**src/rtl/comparator_nbit_serial.sv**
```systemverilog
//------------------------------------------------------------------------------
// comparator_nbit_serial
//
// Bit-serial WIDTH-bit magnitude comparator. The operands are captured when
// start is accepted and are then scanned MSB-first, one bit per clock. The
// comparison ends on the first differing bit (EARLY_EXIT=1) or after all
// WIDTH bits (EARLY_EXIT=0, fixed latency). Operands may be unsigned or
// two's complement (SIGNED).
//
// Parameters
//   WIDTH      : operand width in bits, 1..32
//   SIGNED     : 0 = unsigned operands, 1 = two's-complement operands
//   EARLY_EXIT : 1 = finish on the first differing bit, 0 = scan all bits
//
// Ports
//   clk   : in  1      rising-edge clock
//   rst   : in  1      synchronous active-high reset
//   start : in  1      request a comparison, sampled only when idle
//   a     : in  WIDTH  operand A, captured on the accepted start edge
//   b     : in  WIDTH  operand B, captured on the accepted start edge
//   busy  : out 1      high while a comparison is in progress
//   done  : out 1      one-cycle pulse when y has been updated
//   y     : out 3      {A>B, A==B, A<B}; held until the next decision or reset
//------------------------------------------------------------------------------
module comparator_nbit_serial #(
   parameter int WIDTH      = 8,
   parameter int SIGNED     = 0,
   parameter int EARLY_EXIT = 1
) (
   input  logic             clk,
   input  logic             rst,
   input  logic             start,
   input  logic [WIDTH-1:0] a,
   input  logic [WIDTH-1:0] b,
   output logic             busy,
   output logic             done,
   output logic [2:0]       y
);

   localparam int                IDX_W    = (WIDTH > 1) ? $clog2(WIDTH) : 1;
   localparam logic [IDX_W-1:0]  MSB_IDX  = IDX_W'(WIDTH - 1);
   localparam logic              SIGN_INV = (SIGNED != 0);
   localparam logic              EE_ON    = (EARLY_EXIT != 0);

   localparam logic [2:0] Y_GT = 3'b100;
   localparam logic [2:0] Y_EQ = 3'b010;
   localparam logic [2:0] Y_LT = 3'b001;

   typedef enum logic {
      S_IDLE,
      S_COMPARE
   } state_t;

   state_t            r_state;
   logic [WIDTH-1:0]  r_a;
   logic [WIDTH-1:0]  r_b;
   logic [IDX_W-1:0]  r_idx;
   logic              r_found;    // first difference already recorded
   logic [2:0]        r_outcome;  // outcome of the first difference
   logic              r_busy;
   logic              r_done;
   logic [2:0]        r_y;

   logic [WIDTH-1:0]  w_a_shift;
   logic [WIDTH-1:0]  w_b_shift;
   logic              w_a_bit;
   logic              w_b_bit;
   logic              w_diff;
   logic              w_at_msb;
   logic              w_at_lsb;
   logic              w_a_greater;
   logic [2:0]        w_bit_outcome;
   logic              w_decide;
   logic [2:0]        w_final;

   // Shifting the current bit down to position 0 keeps the bit select legal
   // for every WIDTH, including WIDTH=1 where an index would be zero-width.
   assign w_a_shift = r_a >> r_idx;
   assign w_b_shift = r_b >> r_idx;
   assign w_a_bit   = w_a_shift[0];
   assign w_b_bit   = w_b_shift[0];
   assign w_diff    = w_a_bit ^ w_b_bit;

   assign w_at_msb  = (r_idx == MSB_IDX);
   assign w_at_lsb  = (r_idx == '0);

   // In two's complement a 1 in the sign position marks the smaller value,
   // so the sense of a sign-bit difference is inverted.
   assign w_a_greater   = w_a_bit ^ (SIGN_INV & w_at_msb);
   assign w_bit_outcome = w_a_greater ? Y_GT : Y_LT;

   // The LSB always ends the scan; any difference ends it early if enabled.
   assign w_decide = (EE_ON & w_diff) | w_at_lsb;

   // Once a difference has been recorded, later bits cannot change the result.
   assign w_final = r_found ? r_outcome :
                    (w_diff ? w_bit_outcome : Y_EQ);

   always_ff @(posedge clk) begin
      if (rst) begin
         r_state   <= S_IDLE;
         r_a       <= '0;
         r_b       <= '0;
         r_idx     <= '0;
         r_found   <= 1'b0;
         r_outcome <= 3'b000;
         r_busy    <= 1'b0;
         r_done    <= 1'b0;
         r_y       <= 3'b000;
      end else begin
         r_done <= 1'b0;
         case (r_state)
            S_IDLE: begin
               if (start) begin
                  r_a       <= a;
                  r_b       <= b;
                  r_idx     <= MSB_IDX;
                  r_found   <= 1'b0;
                  r_outcome <= 3'b000;
                  r_busy    <= 1'b1;
                  r_state   <= S_COMPARE;
               end
            end

            S_COMPARE: begin
               if (w_diff && !r_found) begin
                  r_found   <= 1'b1;
                  r_outcome <= w_bit_outcome;
               end
               if (w_decide) begin
                  r_y     <= w_final;
                  r_done  <= 1'b1;
                  r_busy  <= 1'b0;
                  r_state <= S_IDLE;
               end else begin
                  r_idx <= r_idx - 1'b1;
               end
            end

            default: begin
               r_state <= S_IDLE;
               r_busy  <= 1'b0;
            end
         endcase
      end
   end

   assign busy = r_busy;
   assign done = r_done;
   assign y    = r_y;

endmodule

```
**config.mk**
```make
export PLATFORM = sky130hd
export DESIGN_NAME = comparator_nbit_serial
export DESIGN_NICKNAME = d
export VERILOG_FILES = /design/src/rtl/comparator_nbit_serial.sv
export SDC_FILE = /design/constraint.sdc
export NUM_CORES = 1
export LEC_CHECK = 0
export ABC_AREA = 1
export CORE_MARGIN = 1.5
export CORE_UTILIZATION = 25
export DETAILED_ROUTE_END_ITERATION = 8
export GPL_TIMING_DRIVEN = 0
export PLACE_DENSITY = 0.47
export SETUP_SLACK_MARGIN = 0.02
export SLEW_MARGIN = 10
export SYNTH_ARGS = -nofsm -noshare
export SYNTH_HDL_FRONTEND = slang
export SYNTH_SLANG_ARGS = --single-unit
```
**constraint.sdc**
```tcl
create_clock -name clk -period 2.4 [get_ports clk]
set_input_delay 0.36 -clock clk [delete_from_list [all_inputs] [get_ports clk]]
set_output_delay 0.36 -clock clk [all_outputs]
set_load 0.05 [all_outputs]
```
==> reports/summary.txt, run 1 <==
ROUTING
----------------------------------------------------------------------------------------------------
Routed wirelength normalized by instance count                                               10.8 um
Iteration-0 DRC count of the detailed router                                                      41
Via count normalized by instance count                                                          4.20
Number of DRC violations after detailed routing                                                    0
Total via count after detailed routing                                                          1100
Number of detailed-routing iterations run before antenna repair                                    2
Detailed-route wire length                                                                   2830 um
Number of nets still failing antenna checks after routing                                          0

TIMING
----------------------------------------------------------------------------------------------------
Least-Margin Pin Slew                                                                       0.490 ns
Achievable clock frequency                                                                   483 MHz
Setup violations, final                                                                            0
Final period utilization                                                                       0.863
RSZ-0062 raised after global routing                                                           false
Number of pins exceeding their max-slew limit in the final report                                  0
Tightest slew margin relative to the limit                                                     0.673
Final hold slack                                                                            0.459 ns
Count of final hold-check violations                                                               0
Period minus WS final                                                                        2.07 ns
Final sum of negative setup slack                                                               0 ns
Post-Route Skew                                                                           0.00627 ns

GLOBAL ROUTING
----------------------------------------------------------------------------------------------------
Total routing resource utilization after global routing                                        0.118
Via count of the first global-routing pass                                                      1031
Total grt overflow                                                                                 0
Global-route wire length before repair                                                       4820 um
Largest net degree at the start of global routing                                                 15
Number of antenna violations at the first check in global routing                                  0

DIE
----------------------------------------------------------------------------------------------------
Die height                                                                                   73.8 um
Starting utilization of the core area                                                          0.262
Die outline area                                                                          5450 sq um
Width of the chip                                                                            73.8 um
Number of primary I/O pins                                                                        24
Standard cell core area                                                                   4790 sq um
Number of placement rows                                                                          25

POWER
----------------------------------------------------------------------------------------------------
Internal power                                                                              0.759 mW
Worst VDD drop                                                                                253 uV
Flop pwr share                                                                                 0.472
Clock share of power                                                                           0.232
Net switching share of the total power                                                         0.337
Switching power summed over all nets                                                        0.385 mW
Pwr/cell area                                                                            711 nW/um^2
Power after layout                                                                           1.14 mW
Leak Pwr                                                                                    0.672 nW
Share of power burned in combinational logic                                                   0.296

CLOCK TREE
----------------------------------------------------------------------------------------------------
Skew-Pair Late Insertion Delay                                                               0.28 ns
Resize count post-CTS                                                                              0
Number of clock buffers inserted by TritonCTS                                                      3
CTS H-tree lvls                                                                                    1
Buffer cell driving the clock tree root                                                 sky130_fd_sc_hd__clkbuf_8
Clock Sink Count                                                                                  28
Number of buffers added to fix hold violations after cts                                           0
Post-CTS Setup Bufs                                                                                0
Clock-pin slew reported for the worst setup and hold paths after clock tree synthesis        0.10 ns
TritonCTS clock tree                                                                           built
Maximum clock insertion buffer count                                                               2

FINISH
----------------------------------------------------------------------------------------------------
Proportion of layout cells with a drive suffix above 1                                         0.103
Final net count                                                                                  220
P&R area growth vs syn                                                                         28.3%
Commonest cells after routing, fill and taps aside                                      28 x sky130_fd_sc_hd__nor2_1, 28 x sky130_fd_sc_hd__dfxtp_1, 27 x sky130_fd_sc_hd__o21ai_0
Non-filler instance count after layout                                                           262
Ant diodes                                                                                         0
Final instance area                                                                       1610 sq um

MIN PATH
----------------------------------------------------------------------------------------------------
HP Class                                                                                flop to flop

YOSYS
----------------------------------------------------------------------------------------------------
Syn nets                                                                                         192
Post-Synthesis Mean Instance Area                                                         7.42 sq um
Total of flip-flops plus latches after synthesis                                                  28
Library cells used by synthesis                                                                   23
Portion of the post-synthesis area used by sequential elements                                 0.447
Number of cells produced by synthesis                                                            169
Post-synthesis cell area                                                                  1250 sq um
Yosys warnings                                                                                     0

SETUP PATH
----------------------------------------------------------------------------------------------------
Capture instance of the worst register-to-register path                                         y[2]
Max Fanout on Critical Path                                                                       11
Startpoint of the lowest-slack register-to-register path                                    r_idx[0]
Capturing element type of the critical path                                                     flop
R2R setup slack                                                                              0.33 ns
Kind of critical path                                                                   flop to flop
Worst setup startpoint                                                                      r_idx[0]
FF-to-FF path depth                                                                               11
Required time of the critical path                                                           2.61 ns
Arrival time worst endpoint                                                                  2.28 ns
Worst Setup EP                                                                                  y[2]
Worst setup SP type                                                                             flop

PLACEMENT
----------------------------------------------------------------------------------------------------
Number of input and output port buffers inserted                                                  23
HPWL after detailed placement                                                                2040 um
Placed cells                                                                                     259
Weighted congestion reported at the end of routability-driven placement                        0.730
Total placed instance area                                                                1570 sq um

RUN
----------------------------------------------------------------------------------------------------
Number of maximum-capacitance violations                                                           0

STATUS
----------------------------------------------------------------------------------------------------
Run status                                                                                 completed

[registers in the layout, summed over array words and instances, names as in the netlist]
signal	count
r_a	8
y	3
r_found	1
r_state	1
r_outcome	2
done	1
r_idx	3
busy	1
r_b	8
[Yosys cell counts]
library cell / count / area share
sky130_fd_sc_hd__buf_4: 1 / 0.0060
sky130_fd_sc_hd__a21oi_1: 12 / 0.048
sky130_fd_sc_hd__buf_2: 3 / 0.012
sky130_fd_sc_hd__or2_1: 1 / 0.0050
sky130_fd_sc_hd__inv_2: 3 / 0.0090
sky130_fd_sc_hd__inv_1: 21 / 0.063
sky130_fd_sc_hd__nor2_2: 1 / 0.0050
sky130_fd_sc_hd__nand2_2: 1 / 0.0050
sky130_fd_sc_hd__nor2_1: 28 / 0.084
sky130_fd_sc_hd__nand3_1: 12 / 0.048
sky130_fd_sc_hd__o22ai_1: 1 / 0.0050
sky130_fd_sc_hd__nor2_4: 1 / 0.0090
sky130_fd_sc_hd__o21ai_0: 27 / 0.11
sky130_fd_sc_hd__nand3_2: 1 / 0.0080
sky130_fd_sc_hd__mux2i_1: 1 / 0.0080
sky130_fd_sc_hd__nand2_1: 15 / 0.045
sky130_fd_sc_hd__clkbuf_2: 2 / 0.0080
sky130_fd_sc_hd__ha_1: 4 / 0.040
sky130_fd_sc_hd__a31oi_1: 1 / 0.0050
sky130_fd_sc_hd__dfxtp_1: 28 / 0.45
sky130_fd_sc_hd__or2_4: 1 / 0.0070
sky130_fd_sc_hd__o21ai_2: 3 / 0.021
sky130_fd_sc_hd__nand4_1: 1 / 0.0050
[cells by family (layout without fill, tap and decap cells)]
| group | count (synthesis) | count (layout) | share of synthesized area |
|---|---|---|---|
| AOI/OAI and AO/OA | 44 | 44 | 0.187 |
| adders and majority gates | 4 | 4 | 0.0399 |
| buffers and inverters | 30 | 56 | 0.0978 |
| DFF | 28 | 28 | 0.447 |
| muxes | 1 | 1 | 0.00798 |
| and+or+nand+nor | 62 | 62 | 0.221 |
[stage by stage]
| step | utilization | setup WS, ns |
|---|---|---|
| 5_1_grt | 0.336 | 0.0835 |
| 6_report | 0.336 | 0.328 |
| 3_3_place_gp | 0.328 | 0.336 |
| 2_1_floorplan | - | 0.608 |
| 3_5_place_dp | 0.328 | 0.352 |
| 4_1_cts | 0.336 | 0.306 |
[worst max-delay path: stages (launching register included)]
cell and delay, ns:
sky130_fd_sc_hd__dfxtp_1 0.31, sky130_fd_sc_hd__buf_4 0.16, sky130_fd_sc_hd__inv_2 0.17, sky130_fd_sc_hd__nor2_1 0.06
sky130_fd_sc_hd__o21ai_0 0.16, sky130_fd_sc_hd__inv_1 0.07, sky130_fd_sc_hd__o21ai_2 0.15, sky130_fd_sc_hd__ha_1 0.30
sky130_fd_sc_hd__inv_1 0.11, sky130_fd_sc_hd__o21ai_2 0.11, sky130_fd_sc_hd__or2_1 0.26, sky130_fd_sc_hd__o21ai_0 0.15
[layout make-up]
| class | instances | area (sq um) |
|---|---|---|
| Sequential cell | 28 | 561 |
| Inverter | 24 | 90.1 |
| Fill cell | 545 | 3180 |
| Clock buffer | 3 | 41.3 |
| Buffer | 6 | 32.5 |
| Tap cell | 67 | 83.8 |
| Multi-Input combinational cell | 111 | 571 |
| Timing Repair Buffer | 23 | 230 |
[per-layer routing]
metal  global-route usage  share of wire
met5                    0              0
met4               0.0370          0.011
met3               0.0357          0.052
met1                0.152           0.50
met2                0.188           0.43
[power groups by stage]
stage               Sequential, mW  Clock [mW]  Combinational, mW
floorplan                    0.573           0              0.218
CTS                          0.541       0.273              0.344
detailed placement           0.552           0              0.342
finish                       0.540       0.265              0.339
global route                 0.547       0.291              0.385
global placement             0.551           0              0.343
[how the worst min path moves through the flow]
stage / startpoint / end / slack (ns) / cells after the start
3_3_place_gp: r_a[2] / r_a[2] / 0.45 / 2
6_report: r_a[2] / r_a[2] / 0.46 / 2
4_1_cts: r_a[2] / r_a[2] / 0.46 / 2
5_1_grt: r_a[2] / r_a[2] / 0.48 / 2
3_5_place_dp: r_a[2] / r_a[2] / 0.45 / 2
2_1_floorplan: r_a[0] / r_a[0] / 0.43 / 2
Note: power is estimated with default switching activity, not from simulation.
==> run 2: changes to the inputs <==
--- a/config.mk
+++ b/config.mk
@@ -12,6 +12,7 @@
 export GPL_TIMING_DRIVEN = 0
 export PLACE_DENSITY = 0.47
 export SETUP_SLACK_MARGIN = 0.02
+export SKIP_LAST_GASP = 1
 export SLEW_MARGIN = 10
 export SYNTH_ARGS = -nofsm -noshare
 export SYNTH_HDL_FRONTEND = slang
==> results of run 2 <==
The final DEF is identical to that of run 1; final timing and power are the same.
